**src/rtl/hexa_pkg.sv**
```systemverilog
// Shared definitions for the hexa router: port count, port encoding,
// crossbar select width and the output-arbiter FSM encoding.
package hexa_pkg;

  localparam int PORTS = 5;
  localparam int SEL_W = 3;

  // Inport index encoding used by xbar_sel and the req/ack vectors
  typedef enum logic [2:0] {
    PORT_LOCAL = 3'd0,
    PORT_N     = 3'd1,
    PORT_E     = 3'd2,
    PORT_S     = 3'd3,
    PORT_W     = 3'd4
  } port_e;

  typedef enum logic [1:0] {
    ST_IDLE = 2'd0,
    ST_ACK  = 2'd1,
    ST_XFER = 2'd2
  } arb_state_e;

endpackage

```
**src/rtl/rr_picker.sv**
```systemverilog
// Round-robin picker: first set req bit at or after rr_ptr, wrapping
// modulo PORTS. Purely combinational.
module rr_picker #(
  parameter int PORTS = 5,
  parameter int SEL_W = 3
) (
  input  logic [PORTS-1:0] req,
  input  logic [SEL_W-1:0] rr_ptr,
  output logic [PORTS-1:0] gnt,
  output logic [SEL_W-1:0] gnt_idx
);

  logic             found;
  logic [SEL_W-1:0] idx;

  // Scan PORTS positions starting at rr_ptr; the first hit wins
  always_comb begin
    gnt     = '0;
    gnt_idx = '0;
    found   = 1'b0;
    idx     = '0;
    for (int k = 0; k < PORTS; k++) begin
      idx = SEL_W'((int'(rr_ptr) + k) % PORTS);
      if (!found && req[idx]) begin
        found      = 1'b1;
        gnt[idx]   = 1'b1;
        gnt_idx    = idx;
      end
    end
  end

endmodule

```
**src/rtl/outport_arbiter.sv**
```systemverilog
// Output-port scheduler: round-robin grant, then issues the packet's flits
// through the crossbar under downstream credit flow control.
// xfer_en is high in exactly the cycles a flit is issued; the credit
// counter is charged at the end of those cycles, so the issue decision for
// the next cycle subtracts the flit currently in flight.
module outport_arbiter #(
  parameter int PORTS         = hexa_pkg::PORTS,
  parameter int FLITS_PER_PKT = 4,
  parameter int CREDITS       = 4,
  parameter int SEL_W         = hexa_pkg::SEL_W
) (
  input  logic             clk,
  input  logic             rst,
  input  logic [PORTS-1:0] req,
  input  logic             credit_in,
  output logic [PORTS-1:0] arb_ack,
  output logic [PORTS-1:0] xfer_en,
  output logic [SEL_W-1:0] xbar_sel,
  output logic             out_valid,
  output logic             busy,
  output logic             crd_err
);

  import hexa_pkg::*;

  localparam int CW = $clog2(CREDITS + 1);
  localparam int FW = (FLITS_PER_PKT > 1) ? $clog2(FLITS_PER_PKT) : 1;

  arb_state_e       state_q, state_d;
  logic [SEL_W-1:0] owner_q, owner_d;
  logic [SEL_W-1:0] rr_ptr, rr_d;
  logic [FW-1:0]    flit_cnt, flit_d;
  logic [CW-1:0]    credit_cnt;
  logic [PORTS-1:0] ack_d, xen_d;
  logic [SEL_W-1:0] sel_d;
  logic [PORTS-1:0] pick_gnt;
  logic [SEL_W-1:0] pick_idx;
  logic             avail;
  logic             last_flit;

  rr_picker #(.PORTS(PORTS), .SEL_W(SEL_W)) u_pick (
    .req     (req),
    .rr_ptr  (rr_ptr),
    .gnt     (pick_gnt),
    .gnt_idx (pick_idx)
  );

  // Credit left for the next cycle once the flit issuing now is charged
  assign avail     = credit_cnt > CW'(out_valid);
  assign last_flit = out_valid && (flit_cnt == FW'(FLITS_PER_PKT - 1));

  // FSM state register
  always_ff @(posedge clk or posedge rst) begin
    if (rst) state_q <= ST_IDLE;
    else     state_q <= state_d;
  end

  // Next state and next registered-output values
  always_comb begin
    state_d = state_q;
    owner_d = owner_q;
    sel_d   = xbar_sel;
    rr_d    = rr_ptr;
    flit_d  = flit_cnt;
    ack_d   = '0;
    xen_d   = '0;
    case (state_q)
      ST_IDLE: begin
        if (|req) begin
          state_d = ST_ACK;
          owner_d = pick_idx;
          sel_d   = pick_idx;
          ack_d   = pick_gnt;
        end
      end
      ST_ACK: begin
        state_d = ST_XFER;
        flit_d  = '0;
        if (avail) xen_d = PORTS'(1) << owner_q;
      end
      ST_XFER: begin
        if (out_valid) flit_d = flit_cnt + 1'b1;
        if (last_flit) begin
          state_d = ST_IDLE;
          rr_d    = (owner_q == SEL_W'(PORTS - 1)) ? '0 : owner_q + 1'b1;
        end else if (avail) begin
          xen_d = PORTS'(1) << owner_q;
        end
      end
      default: state_d = ST_IDLE;
    endcase
  end

  // Datapath and output registers
  always_ff @(posedge clk or posedge rst) begin
    if (rst) begin
      owner_q   <= '0;
      rr_ptr    <= '0;
      flit_cnt  <= '0;
      arb_ack   <= '0;
      xfer_en   <= '0;
      xbar_sel  <= '0;
      out_valid <= 1'b0;
      busy      <= 1'b0;
    end else begin
      owner_q   <= owner_d;
      rr_ptr    <= rr_d;
      flit_cnt  <= flit_d;
      arb_ack   <= ack_d;
      xfer_en   <= xen_d;
      xbar_sel  <= sel_d;
      out_valid <= |xen_d;
      busy      <= (state_d != ST_IDLE);
    end
  end

  // Credit counter: issue consumes, credit_in returns; overflow is sticky
  always_ff @(posedge clk or posedge rst) begin
    if (rst) begin
      credit_cnt <= CW'(CREDITS);
      crd_err    <= 1'b0;
    end else if (out_valid && !credit_in) begin
      credit_cnt <= credit_cnt - 1'b1;
    end else if (credit_in && !out_valid) begin
      if (credit_cnt == CW'(CREDITS)) crd_err    <= 1'b1;
      else                            credit_cnt <= credit_cnt + 1'b1;
    end
  end

endmodule
```
**config.mk**
```make
export PLATFORM = sky130hd
export DESIGN_NAME = outport_arbiter
export DESIGN_NICKNAME = d
export VERILOG_FILES = /design/src/rtl/hexa_pkg.sv /design/src/rtl/rr_picker.sv /design/src/rtl/outport_arbiter.sv
export SDC_FILE = /design/constraint.sdc
export NUM_CORES = 1
export LEC_CHECK = 0
export BUFFER_PORTS_ARGS = -buffer_cell sky130_fd_sc_hd__clkbuf_2
export CORE_ASPECT_RATIO = 1.5
export CORE_UTILIZATION = 63
export CTS_BUF_LIST = sky130_fd_sc_hd__clkbuf_4
export CTS_CLUSTER_SIZE = 14
export DETAILED_ROUTE_END_ITERATION = 8
export PLACE_DENSITY = 0.88
export SYNTH_ARGS = -nofsm -noshare
export SYNTH_HDL_FRONTEND = slang
export SYNTH_SLANG_ARGS = --single-unit
```
**constraint.sdc**
```tcl
create_clock -name clk -period 4.9 [get_ports clk]
set_input_delay 0.245 -clock clk [delete_from_list [all_inputs] [get_ports clk]]
set_output_delay 0.245 -clock clk [all_outputs]
set_load 0.03 [all_outputs]
```
==> metrics.md, run 1 <==
| Metric | Value |
|---|---|
| Status | `finished, final reports clean` |
| Clock Sinks | `26` |
| Filler cells | `394` |
| RSZ-0062 raised after global routing | `false` |
| Setup Buffers After CTS | `0` |
| Final Setup Violations | `0` |
| Total GRT Usage | `30.9%` |
| Post-DP HPWL | `5.91 mm` |
| Ys flop type | `dfrtp_1` |
| Hold Violations, Final | `0` |
| Post-synth EDFFs | `0` |
| Synth unique cells | `85` |
| Combinational power share | `80.5%` |
| Fin nets | `420` |
| Switch share | `54.7%` |
| F_max | `0.226 GHz` |
| CP arrival | `4.71 ns` |
| Pins over their slew limit | `0` |
| Die X | `58.9 um` |
| Slew HR | `34.0%` |
| Routed Antenna Nets | `0` |
| Switching pwr | `1.29 mW` |
| Post-synth ARST share | `100%` |
| Crit Path Category | `reg -> reg` |
| Crit share post-route | `90.3%` |
| Area Growth Syn to Fin | `5.89%` |
| Root buf cell | `clkbuf_4` |
| Overflow after GRT | `0` |
| Port bufs | `23` |
| Reg-to-reg startpoint | `rr_ptr[1]$_DFFE_PP0P_` |
| Syn Std Cell Area | `3060 um^2` |
| Least-Margin Pin Slew | `0.989 ns` |
| Post-Route Setup TNS | `0 ns` |
| DP Cell Count | `438` |
| Via count | `2806` |
| Row cnt | `30` |
| Pwr Density | `727 nW/um^2` |
| Register area share after synthesis | `21.3%` |
| PnR worst setup slack | `0.475 ns` |
| Clock-pin slew on the worst setup and hold paths | `0.14 ns` |
| Setup crit end kind | `register` |
| Initial core utilization | `66.7%` |
| Layout cells sized above 1 | `16.7%` |
| Mapped Avg Cell Area | `8.47 um^2` |
| Drt drc | `0` |
| Sequential Power Share | `15.1%` |
| Worst slack, placed | `0.388 ns` |
| DR pass1 iterations | `4` |
| CP endpoint | `arb_ack[0]$_DFF_PP0_` |
| Synth warn | `0` |
| MaxCap Viol Count | `0` |
| Non-Filler Instances | `442` |
| Clk buf depth | `2` |
| Wire per inst | `16.8 um` |
| Core Region | `4580 um^2` |
| Max Clock Skew | `0.00991 ns` |
| Largest net degree at the start of global routing | `30` |
| Vias in the first global route | `2740` |
| Initial antenna violation count | `0` |
| VDD IR max | `390 uV` |
| IO Count | `24` |
| Global-route wire length before repair | `12.3 mm` |
| RR Endpoint | `arb_ack[0]$_DFF_PP0_` |
| Peak fanout along the critical path | `6` |
| Total Die Area | `5140 um^2` |
| H-tree levels | `1` |
| Detailed Route Iter0 Violations | `146` |
| Fin Hold WS | `0.0940 ns` |
| DIE HEIGHT | `87.3 um` |
| Crit path launch | `rr_ptr[1]$_DFFE_PP0P_` |
| Setup slack, reg-to-reg | `0.47 ns` |
| Critical Path Start Type | `register` |
| Critical Path RT | `5.19 ns` |
| Seq cells post-synth | `26` |
| RD Place Congestion | `0.960` |
| Post-CTS Hold Buffers | `0` |
| Num CTS Buffers | `3` |
| CTS tree | `built` |
| Internal Pwr Total | `1.07 mW` |
| # diodes | `0` |
| Clock share of power | `4.4%` |
| Syn nets | `402` |
| Post-Syn Instances | `361` |
| Leak Pwr | `1.48 nW` |
| Reg2reg path depth | `19` |
| Crit path time final | `4.43 ns` |
| WL final | `7.43 mm` |
| Vias per cell | `6.35` |
| Worst Hold Class | `in -> async` |
| Worst-skew pair later-pin latency | `0.33 ns` |
-- cell type report --
cell class	instances	area, um^2	area share [%]
repair buffers	27	145	4.48
well taps	64	80.1	2.47
multi-input cells	290	2210	68.4
clock buffers	4	30.0	0.928
inverters	31	116	3.59
flip-flops and latches	26	652	20.1
-- per-stage QoR --
step	util, %	total power, mW	area (um^2)
CTS	70.6	2.32	3230
detailed placement	69.9	2.22	3200
floorplan	-	1.84	3060
global placement	69.9	2.16	3200
global route	70.7	2.55	3240
finish	70.7	2.35	3240
-- power groups by stage --
stage          logic, mW  registers [mW]  clock network, mW
6_report            1.90           0.356              0.102
5_1_grt             2.08           0.365              0.110
3_3_place_gp        1.80           0.355                  0
2_1_floorplan       1.41           0.426                  0
3_5_place_dp        1.86           0.360                  0
4_1_cts             1.87           0.355              0.104
-- synthesized netlist by cell type (3+ instances only) --
| master | count | share of area (%) |
|---|---|---|
| nand2_1 | 28 | 3.4 |
| a311oi_1 | 4 | 1.1 |
| clkbuf_1 | 5 | 0.61 |
| or3_1 | 5 | 1.0 |
| nand2b_1 | 10 | 2.0 |
| a21boi_0 | 3 | 0.74 |
| a31o_2 | 3 | 0.86 |
| xnor2_1 | 5 | 1.4 |
| ha_1 | 32 | 13 |
| nand3b_1 | 3 | 0.74 |
| mux2i_1 | 9 | 2.9 |
| nand3_1 | 9 | 1.5 |
| a21o_1 | 3 | 0.74 |
| buf_2 | 4 | 0.65 |
| nor4_1 | 3 | 0.61 |
| o31ai_1 | 3 | 0.74 |
| o211ai_1 | 4 | 0.98 |
| inv_1 | 30 | 3.7 |
| and2_1 | 8 | 1.6 |
| and3_1 | 3 | 0.61 |
| nor3_1 | 10 | 1.6 |
| a32oi_1 | 3 | 0.86 |
| nor2_1 | 26 | 3.2 |
| a31oi_1 | 8 | 1.6 |
| a21oi_1 | 14 | 2.3 |
| o21ai_0 | 15 | 2.5 |
| mux2_2 | 5 | 1.8 |
| nor2b_1 | 3 | 0.61 |
| dfrtp_1 | 25 | 20 |
| o21a_1 | 4 | 0.98 |
| buf_4 | 4 | 0.98 |
-- critical path, stage by stage, from the launching register on --
cell,delay [ns]
dfrtp_1,0.40
inv_1,0.17
ha_1,0.30
inv_1,0.11
ha_1,0.35
inv_1,0.09
ha_1,0.20
nor3_2,0.24
or3_1,0.20
nand2_1,0.10
ha_1,0.23
inv_1,0.08
nor2_1,0.04
o32a_1,0.39
mux2i_1,0.31
and4bb_2,0.31
a211oi_4,0.25
nand3_2,0.16
nor3b_1,0.30
o31a_1,0.15
-- sequential cells by signal, indices dropped and copies added, names as in the netlist --
signal and flops:
owner_q 3, crd_err 1, arb_ack 5, busy 1, flit_cnt 2, rr_ptr 3, out_valid 1, state_q 2
credit_cnt 3, xfer_en 5
-- metal layers --
layer / share of wire, % / global-route usage [%] / up-vias
li1: - / - / 1367
met1: 40 / 35.5 / 1341
met3: 3.2 / 3.71 / 22
met4: 3.7 / 15.6 / 0
met5: 0 / 0 / -
met2: 53 / 55.0 / 76
-- logic make-up (layout without fill, tap and decap cells) --
| family | after synthesis | in the layout | share of synthesized area [%] |
|---|---|---|---|
| compound gates | 106 | 106 | 27.3 |
| fa+ha+maj | 33 | 33 | 13.8 |
| xor+xnor | 9 | 9 | 3.32 |
| mux | 16 | 16 | 5.89 |
| buf+inv | 45 | 62 | 6.43 |
| flops | 26 | 26 | 21.3 |
| simple gates | 126 | 126 | 21.9 |
-- placed cells by master, fill, tap and decap left out, types with 10 or more instances in the layout --
master    count
nand2b_1     10
dfrtp_1      25
inv_1        30
a21oi_1      14
o21ai_0      15
nand2_1      28
ha_1         32
nor2_1       26
clkbuf_2     23
-- how the worst min path moves through the flow --
| stage | end | slack [ns] | cells past startpoint |
|---|---|---|---|
| 3_5_place_dp | crd_err$_DFFE_PP0P_ | 0.49 | 1 |
| 3_3_place_gp | crd_err$_DFFE_PP0P_ | 0.45 | 1 |
| 4_1_cts | arb_ack[1]$_DFF_PP0_ | 0.13 | 2 |
| 2_1_floorplan | arb_ack[0]$_DFF_PP0_ | 0.28 | 1 |
| 5_1_grt | busy$_DFF_PP0_ | 0.17 | 2 |
| 6_report | busy$_DFF_PP0_ | 0.09 | 2 |
-- what timing repair did --
item | CTS | global route
setup endpoints to repair | 0 | 7
endpoints found under the hold margin | 0 | 0
resized for setup | 0 | 1
Power figures use the tool's default switching activity.
==> run 2: changes to the inputs <==
- SYNTH_HIERARCHICAL: unset -> 1
==> metrics.md, run 2 <==
| Metric | Value |
|---|---|
| Clk buf depth | `2 (unchanged)` |
| Overflow after GRT | `0 (unchanged)` |
| Mux cell area share after synthesis | `5.92% (+0.024 points)` |
| DRT met1 WL | `2.95 mm (-0.91%)` |
| Ys flop type | `dfrtp_1` |
| CTS tree | `built` |
| Post-synth top area cell | `dfrtp_1` |
| IO Count | `24 (unchanged)` |
| Core Region | `4620 um^2 (+0.82%)` |
| Syn nets | `395 (-1.7%)` |
| Post-CTS Hold Buffers | `0 (unchanged)` |
| Max layer used | `met4` |
| Via count | `2924 (+4.2%)` |
| Drt drc | `0 (unchanged)` |
| VDD IR max | `139 uV (-64%)` |
| Worst-skew pair later-pin latency | `0.33 ns (about the same)` |
| Top cells by area, synth | `dfrtp_1 (20%), ha_1 (12%), a21oi_1 (3.6%)` |
| Crit path time final | `4.41 ns (-0.0111 ns)` |
| Initial antenna violation count | `0 (unchanged)` |
| Clock-pin slew on the worst setup and hold paths | `0.14 ns (about the same)` |
| Synth Area in XOR/XNOR | `2.23% (-1.1 points)` |
| CP Cell Sequence | `ha_1 -> nand2_1 -> inv_1 -> ha_1 -> nand4b_1 -> o311ai_4 -> o311a_1 -> mux2_2 -> o221a_2 -> a211oi_4 -> nand3b_2 -> mux2i_1 -> mux2_2` |
| DIE HEIGHT | `87.7 um (+0.48%)` |
| Setup slack, reg-to-reg | `0.49 ns (about the same)` |
| Setup Buffers After CTS | `0 (unchanged)` |
| Post-synth ARST share | `100% (unchanged)` |
| Post-DP HPWL | `5.97 mm (+1.0%)` |
| MaxCap Viol Count | `0 (unchanged)` |
| Max Clock Skew | `0.00889 ns (-0.00102 ns)` |
| Combinational power share | `59.3% (-21 points)` |
| Pwr Density | `328 nW/um^2 (-55%)` |
| WL met3 | `202 um (-14%)` |
| Hold Violations, Final | `0 (unchanged)` |
| Register area share after synthesis | `21.1% (-0.21 points)` |
| Flip-flop and latch area | `652 um^2 (unchanged)` |
| Critical-path cell with the highest stage delay | `dfrtp_1` |
| WL final | `7.53 mm (+1.4%)` |
| DP Cell Count | `439 (+0.23%)` |
| Most frequent cells after synthesis | `ha_1 (30), inv_1 (28), dfrtp_1 (25)` |
| DR pass1 iterations | `4 (unchanged)` |
| Seq cells post-synth | `26 (unchanged)` |
| Final Setup Violations | `0 (unchanged)` |
| Layout cells sized above 1 | `19.0% (+2.3 points)` |
| Synth Area in Simple Gates | `19.4% (-2.6 points)` |
| Area Growth Syn to Fin | `6.53%` |
| Post-Route Setup TNS | `0 ns (unchanged)` |
| Most common cell after layout, fill and taps aside | `ha_1` |
| Critical Path Start Type | `register` |
| RR Endpoint | `owner_q[2]$_DFFE_PP0P_` |
| Clock share of power | `8.6% (+4.2 points)` |
| Crit share post-route | `90.1% (-0.23 points)` |
| Fin nets | `419 (-0.24%)` |
| Peak fanout along the critical path | `14 (+8)` |
| Setup crit end kind | `register` |
| Max incr delay on CP | `0.70 ns (+0.30 ns)` |
| Num CTS Buffers | `3 (unchanged)` |
| Top cell type's share of synthesized area | `20.3% (-0.20 points)` |
| Least-Margin Pin Slew | `0.958 ns (-0.0312 ns)` |
| Post-synth EDFFs | `0 (unchanged)` |
| F_max | `0.227 GHz (+0.25%)` |
| Critical Path RT | `5.13 ns (-0.06 ns)` |
| Multi-input logic area | `2270 um^2 (+2.4%)` |
| Non-Filler Instances | `443 (+0.23%)` |
| Pins over their slew limit | `0 (unchanged)` |
| # diodes | `0 (unchanged)` |
| Largest family of logic cells by synthesized area | `compound AO/OA/AOI/OAI gates` |
| Die X | `59.2 um (+0.47%)` |
| Initial core utilization | `66.9% (+0.11 points)` |
| Routed Antenna Nets | `0 (unchanged)` |
| Reg2reg path depth | `13 (-6)` |
| Wire per inst | `17.0 um (+1.2%)` |
| Row cnt | `30 (unchanged)` |
| Largest registers | `arb_ack (5), xfer_en (5)` |
| Vias in the first global route | `2790 (+1.8%)` |
| Crit Path Category | `reg -> reg` |
| Synth Area in Adders | `12.8% (-0.94 points)` |
| Clock Sinks | `26 (unchanged)` |
| CP arrival | `4.65 ns (-0.06 ns)` |
| Most common cell in the netlist | `ha_1` |
| Post-Syn Instances | `356 (-1.4%)` |
| RD Place Congestion | `0.973 (+1.4%)` |
| Total Die Area | `5190 um^2 (+0.95%)` |
| Synth Area in Compound Gates | `33.1% (+5.7 points)` |
| Detailed Route Iter0 Violations | `159 (+8.9%)` |
| Vias per cell | `6.60 (+4.0%)` |
| Worst Hold Class | `in -> async` |
| Port bufs | `23 (unchanged)` |
| Leak Pwr | `1.48 nW (+0.19%)` |
| Syn Std Cell Area | `3090 um^2 (+0.98%)` |
| Global-route wire length before repair | `12.2 mm (-0.89%)` |
| Largest net degree at the start of global routing | `27 (-10%)` |
| RSZ-0062 raised after global routing | `false` |
| Slew HR | `36.1% (+2.1 points)` |
| Reg-to-reg startpoint | `rr_ptr[2]$_DFFE_PP0P_` |
| Total GRT Usage | `30.2% (-0.76 points)` |
| Internal Pwr Total | `0.564 mW (-47%)` |
| Filler cells | `371 (-5.8%)` |
| Switching pwr | `0.516 mW (-60%)` |
| Sequential Power Share | `32.1% (+17 points)` |
| Status | `finished, final reports clean` |
| Post-cts sizing count | `0 (unchanged)` |
| Met2 wire len | `3.98 mm (+1.0%)` |
| Mapped Avg Cell Area | `8.67 um^2 (+2.4%)` |
| H-tree levels | `1 (unchanged)` |
| Most frequent cells in the layout | `ha_1 (30), inv_1 (28), dfrtp_1 (25)` |
| Root buf cell | `clkbuf_4` |
| Synth unique cells | `85 (unchanged)` |
| Synth warn | `6 (+6)` |
| Switch share | `47.8% (-7.0 points)` |
[run 2: cell types whose count changed in the layout (fill, tap and decap cells not counted), moves of 4 or more]
cell      delta
and3_2       +5
nor2_1       -5
o311ai_2     +4
nand4_1      +5
a21oi_1      +8
nand2_1      -4
a31oi_1      -4
o21ai_0      +4
[run 2: worst max-delay path by stage]
stage                          start                endpoint  depth (start not counted)  slack (ns)
6_report       rr_ptr[2]$_DFFE_PP0P_  owner_q[2]$_DFFE_PP0P_                         13        0.49
5_1_grt        rr_ptr[0]$_DFFE_PP0P_  owner_q[1]$_DFFE_PP0P_                         13        0.12
4_1_cts        rr_ptr[0]$_DFFE_PP0P_  owner_q[2]$_DFFE_PP0P_                         15        0.50
3_5_place_dp   rr_ptr[0]$_DFFE_PP0P_  owner_q[2]$_DFFE_PP0P_                         15        0.54
3_3_place_gp   rr_ptr[1]$_DFFE_PP0P_  owner_q[2]$_DFFE_PP0P_                         16        0.56
2_1_floorplan  rr_ptr[1]$_DFFE_PP0P_  owner_q[2]$_DFFE_PP0P_                         17        0.61
[run 2: cell families (layout without fill, tap and decap cells)]
kind of cell    Yosys count  after routing
mux                      17             17
compound gates          125            125
simple gates            111            111
fa+ha+maj                31             31
flops                    26             26
buf+inv                  39             62
xor+xnor                  7              7
[run 2: stage by stage]
| stage | instance area (um^2) | worst slack, ns | hold WS, ns | util [%] | power, mW |
|---|---|---|---|---|---|
| after floorplan | 3090 | 0.608 | 0.284 | - | 0.831 |
| final | 3290 | 0.486 | 0.0880 | 71.2 | 1.08 |
| after detailed placement | 3260 | 0.535 | 0.470 | 70.7 | 0.984 |
| after global routing | 3290 | 0.122 | 0.165 | 71.2 | 1.17 |
| after global placement | 3260 | 0.563 | 0.456 | 70.7 | 0.961 |
| after CTS | 3290 | 0.504 | 0.123 | 71.2 | 1.08 |
[run 2: power groups by stage]
stage	sequential (mW)	clock, mW	combinational [mW]
floorplan	0.405	0	0.426
global placement	0.347	0	0.613
detailed placement	0.350	0	0.634
CTS	0.346	0.0918	0.638
global route	0.358	0.104	0.710
finish	0.347	0.0926	0.640
[run 2: area by class of cell]
cell class	count	area share, %
sequential	26	19.8
timing repair buffer	27	4.41
multi-input combinational	291	68.9
tap	64	2.44
inverter	31	3.61
clock inverter	1	0.114
clock buffer	3	0.685
[run 2: critical path, delay by kind of cell (launching register included)]
kind | cells | cell delay (ns)
fa+ha+maj | 2 | 0.87
compound gates | 4 | 1.12
simple gates | 3 | 0.60
mux | 3 | 0.87
buf+inv | 1 | 0.15
flops | 1 | 0.70
[run 2: metal layers]
metal | up-vias | track usage, %
met5 | - | 0
met4 | 0 | 21.2
met3 | 34 | 1.77
met2 | 82 | 55.5
met1 | 1411 | 31.8
li1 | 1397 | -
